--- config.mk ---
export PLATFORM = sky130hd
export DESIGN_NAME = triwave_generator
export DESIGN_NICKNAME = d
export VERILOG_FILES = /design/src/rtl/triwave_pkg.sv /design/src/rtl/triwave_prescaler.sv /design/src/rtl/triwave_generator.sv
export SDC_FILE = /design/constraint.sdc
export NUM_CORES = 1
export LEC_CHECK = 0
export ABC_AREA = 1
export CORE_ASPECT_RATIO = 1.5
export CORE_UTILIZATION = 53
export CTS_CLUSTER_SIZE = 28
export DETAILED_ROUTE_END_ITERATION = 16
export GPL_ROUTABILITY_DRIVEN = 0
export MAX_ROUTING_LAYER = met4
export PLACE_DENSITY = 0.78
export SLEW_MARGIN = 20
export SYNTH_ARGS = -nofsm -noshare
export SYNTH_HDL_FRONTEND = slang
export SYNTH_SLANG_ARGS = --single-unit
--- constraint.sdc ---
create_clock -name sysclk -period 1.9 [get_ports sysclk]
set_clock_uncertainty 0.2 [all_clocks]
set_input_delay 0.19 -clock sysclk [delete_from_list [all_inputs] [get_ports sysclk]]
set_output_delay 0.19 -clock sysclk [all_outputs]
set_load 0.02 [all_outputs]
--- src/rtl/triwave_pkg.sv ---
// Shared types and constants for the triangle-wave duty generator.
package triwave_pkg;

  localparam int TRI_WIDTH = 6;
  localparam int DUTY_MAX  = (1 << TRI_WIDTH) - 1;
  localparam int DUTY_MIN  = 0;

  typedef enum logic {
    DIR_UP   = 1'b0,
    DIR_DOWN = 1'b1
  } dir_t;

endpackage

--- src/rtl/triwave_prescaler.sv ---
// Step-rate prescaler: issues one tick every Scale+1 enabled sysclk cycles.
module triwave_prescaler
  import triwave_pkg::*;
#(
  parameter int WIDTH = TRI_WIDTH
) (
  input  logic             sysclk,
  input  logic             rst_n,
  input  logic             en,
  input  logic [WIDTH-1:0] Scale,
  output logic             tick
);

  logic [WIDTH-1:0] r_cnt;
  logic             w_terminal;

  // >= rather than == so a Scale lowered below the running count fires at once
  assign w_terminal = (r_cnt >= Scale);
  assign tick       = en && w_terminal;

  always_ff @(posedge sysclk) begin
    if (!rst_n) begin
      r_cnt <= '0;
    end else if (en) begin
      if (w_terminal) begin
        r_cnt <= '0;
      end else begin
        r_cnt <= r_cnt + 1'b1;
      end
    end
  end

endmodule

--- src/rtl/triwave_generator.sv ---
// Triangle-wave duty word (0..max..0) for a downstream PWM stage.
//   state    | meaning
//   DIR_UP   | duty climbing; at max turns to max-1 and DIR_DOWN
//   DIR_DOWN | duty falling; at 0 turns to 1 and DIR_UP
module triwave_generator
  import triwave_pkg::*;
#(
  parameter int WIDTH = TRI_WIDTH
) (
  input  logic             sysclk,
  input  logic             rst_n,
  input  logic [WIDTH-1:0] Scale,
  input  logic             Enable_SW_2,
  output logic [WIDTH-1:0] Duty_Output
);

  localparam logic [WIDTH-1:0] LP_DUTY_MAX = WIDTH'((1 << WIDTH) - 1);
  localparam logic [WIDTH-1:0] LP_DUTY_MIN = WIDTH'(DUTY_MIN);

  logic             w_tick;
  logic [WIDTH-1:0] r_duty;
  dir_t             r_dir;

  triwave_prescaler #(
    .WIDTH (WIDTH)
  ) u_prescaler (
    .sysclk (sysclk),
    .rst_n  (rst_n),
    .en     (Enable_SW_2),
    .Scale  (Scale),
    .tick   (w_tick)
  );

  always_ff @(posedge sysclk) begin
    if (!rst_n) begin
      r_duty <= LP_DUTY_MIN;
      r_dir  <= DIR_UP;
    end else if (w_tick) begin
      case (r_dir)
        DIR_UP: begin
          if (r_duty == LP_DUTY_MAX) begin
            r_duty <= LP_DUTY_MAX - 1'b1;
            r_dir  <= DIR_DOWN;
          end else begin
            r_duty <= r_duty + 1'b1;
          end
        end
        DIR_DOWN: begin
          if (r_duty == LP_DUTY_MIN) begin
            r_duty <= LP_DUTY_MIN + 1'b1;
            r_dir  <= DIR_UP;
          end else begin
            r_duty <= r_duty - 1'b1;
          end
        end
        default: begin
          r_duty <= LP_DUTY_MIN;
          r_dir  <= DIR_UP;
        end
      endcase
    end
  end

  assign Duty_Output = r_duty;

endmodule

==> metrics <==
status=finished clean; DIE AREA=0.00216 mm^2; Total GRT Usage=0.251; startpoint types=flip-flop; insertion delay to the later sink of the worst-skew pair=0.28 ns; total power=554 uW; FF+latch count, synth=13; share of cells above drive strength 1=0.151; Core Box Area=0.00185 mm^2; Mapped Area=0.00105 mm^2; Compound-Gate Fraction of Synth Area=0.0658; non-filler cells, final=193; cells along the critical path=clkdlybuf4s50_1; most common cell in the netlist=nand2_1; CTS H-tree lvls=1; cell area after layout=0.00123 mm^2; Simple-Gate Fraction of Synth Area=0.404; unrepaired setup endpoints after global routing=no; CP Buf/Inv Count=1; Total Neg Setup Slack=0 ns; Hold Crit Class=flip-flop to flip-flop; via count=1,012; XOR/XNOR share of the synthesized area=0.0574; final hold vios=0; Fill cells=169; CTS tree=built; ys flop type=dfxtp_1; total gr overflow=0; leak pwr=0.599 nW; slew margin rel.=0.784; Starting Density=0.564; Slew Limit Fails=0; Die Width=38.3 um; # setup viols final=0; CP max-delay cell=clkdlybuf4s50_1; Yosys warning total=0; die height=56.4 um; initial antenna violation count=0; fmax=0.566 GHz; main combinational cell family by area after synthesis=simple AND/OR/NAND/NOR gates; post-synthesis mux area share=0; maximum vdd drop=0.405 mV; fin nets=192; commonest cells in the netlist=41 x nand2_1, 21 x nor2_1, 18 x inv_1; clk buf depth=2; residual DRC count=0; family with the most delay on the worst path=buffers and inverters; largest incremental delay on the critical path=0.66 ns; Synth Net Count=175; Synth Area in Adders=0.120; pin count of the biggest net entering global routing=11; WP data arrival=1.38 ns; drt pass-1 iters=4; Post-Place Cell Area=0.00120 mm^2; Synth top area share=0.249; number of diodes=0; kind of end point of the critical path=output pin; Yosys top cell by area=dfxtp_1; EDFF count, synth=0; Seq/Total Area, Yosys=0.249; largest cells by area after synthesis=dfxtp_1 25%, nand2_1 15%, ha_1 12%; IO Count=15; Num CTS Buffers=3; WP data required=1.51 ns; vias in the first global route=985; first-pass GRT wire length=3800 um; DR iter-0 viols=14; Area growth syn-to-layout=17.2%; Root Buffer=clkbuf_4; PD cells=452 mW/mm^2; Reg clk slew, reported paths=0.08 ns; Worst Max-Slew Pin Slew=0.323 ns; Final Critical Period=1.77 ns; Mapped Cells=156; Post-DRT Antenna Nets=0; placed cells=189; row count=19; Port Buffers=14; period utilisation layout=0.930; CP Class=flip-flop to output pin; DR WL/cell=11.3 um; WL final=2170 um; # Post-CTS Setup Buffers=0; mean post-synth cell area=6.71 um^2; CTS Hold Bufs=0; fin util=0.661; max cap viols=0; Async SR Flop Fraction=0; CP Max Fanout=7; CTS sink cnt=13; DP HPWL=1830 um; vias per cell=5.24; Synth cell types=27
-- power breakdown --
group | leakage (nW) | total, mW | internal, mW | switching, mW
logic | 0.478 | 0.0945 | 0.0438 | 0.0507
clock network | 0.0150 | 0.172 | 0.0815 | 0.0901
registers | 0.106 | 0.288 | 0.279 | 0.00886
total | 0.599 | 0.554 | 0.404 | 0.150
-- per-layer routing --
layer,track usage,share of wire
met1,0.225,0.36
met2,0.479,0.58
met3,0.0237,0.032
met4,0.112,0.026
met5,-,0
-- cell families (layout without fill, tap and decap cells) --
family,after synthesis,after routing
AO/OA/AOI/OAI,12,12
flip-flops,13,13
buffers and inverters,26,42
adder cells (fa/ha/maj),10,10
XOR/XNOR,6,6
AND/OR/NAND/NOR,89,89
-- cell type report --
type / count / area (um^2) / area share
Clock buffer: 4 / 26.3 / 0.0214
Inverter: 23 / 86.3 / 0.0704
Multi-Input combinational cell: 117 / 677 / 0.552
Sequential cell: 13 / 263 / 0.214
Tap cell: 21 / 26.3 / 0.0214
Timing Repair Buffer: 15 / 148 / 0.120
-- through the flow --
stage / setup slack (ns) / hold slack [ns]
final: 0.133 / 0.369
after global routing: 0.00102 / 0.389
after CTS: 0.0528 / 0.366
after detailed placement: -0.0955 / 0.344
after global placement: -0.0850 / 0.338
after floorplan: 0.330 / 0.298
-- path summary, 6_finish.rpt --
| path | startpoint | end | slack, ns | cells after the start |
|---|---|---|---|---|
| worst min-delay path | u_prescaler.r_cnt[5]$_SDFFE_PN0P_ | u_prescaler.r_cnt[5]$_SDFFE_PN0P_ | 0.37 | 2 |
| worst min register to register | u_prescaler.r_cnt[5]$_SDFFE_PN0P_ | u_prescaler.r_cnt[5]$_SDFFE_PN0P_ | 0.37 | 2 |
| worst max-delay path | Duty_Output[0]$_SDFFE_PN0P_ | Duty_Output[0] | 0.13 | 1 |
| worst max register to register | u_prescaler.r_cnt[0]$_SDFFE_PN0P_ | Duty_Output[2]$_SDFFE_PN0P_ | 0.17 | 11 |
-- placed cells by master (no fill, tap or decap), types with 3 or more instances in the layout --
| cell | count |
|---|---|
| clkdlybuf4s50_1 | 14 |
| xor2_1 | 4 |
| inv_2 | 3 |
| nor2_1 | 21 |
| nor2_2 | 3 |
| a21oi_1 | 3 |
| dfxtp_1 | 11 |
| clkbuf_4 | 3 |
| o21ai_0 | 3 |
| ha_1 | 10 |
| nand2_1 | 41 |
| nand3_1 | 9 |
| nand2_2 | 5 |
| o21ai_1 | 3 |
| inv_1 | 18 |
| nand4_1 | 3 |
| nand3_2 | 3 |
-- state kept, by name, indices dropped and copies added (netlist names) --
signal / flops
r_dir: 1
u_prescaler.r_cnt: 6
Duty_Output: 6
-- timing repair --
action,4_1_cts,5_1_grt
gates cloned,0,0
setup endpoints to repair,1,1
gates resized for setup,1,1
Note: power is estimated with default switching activity, not from simulation.
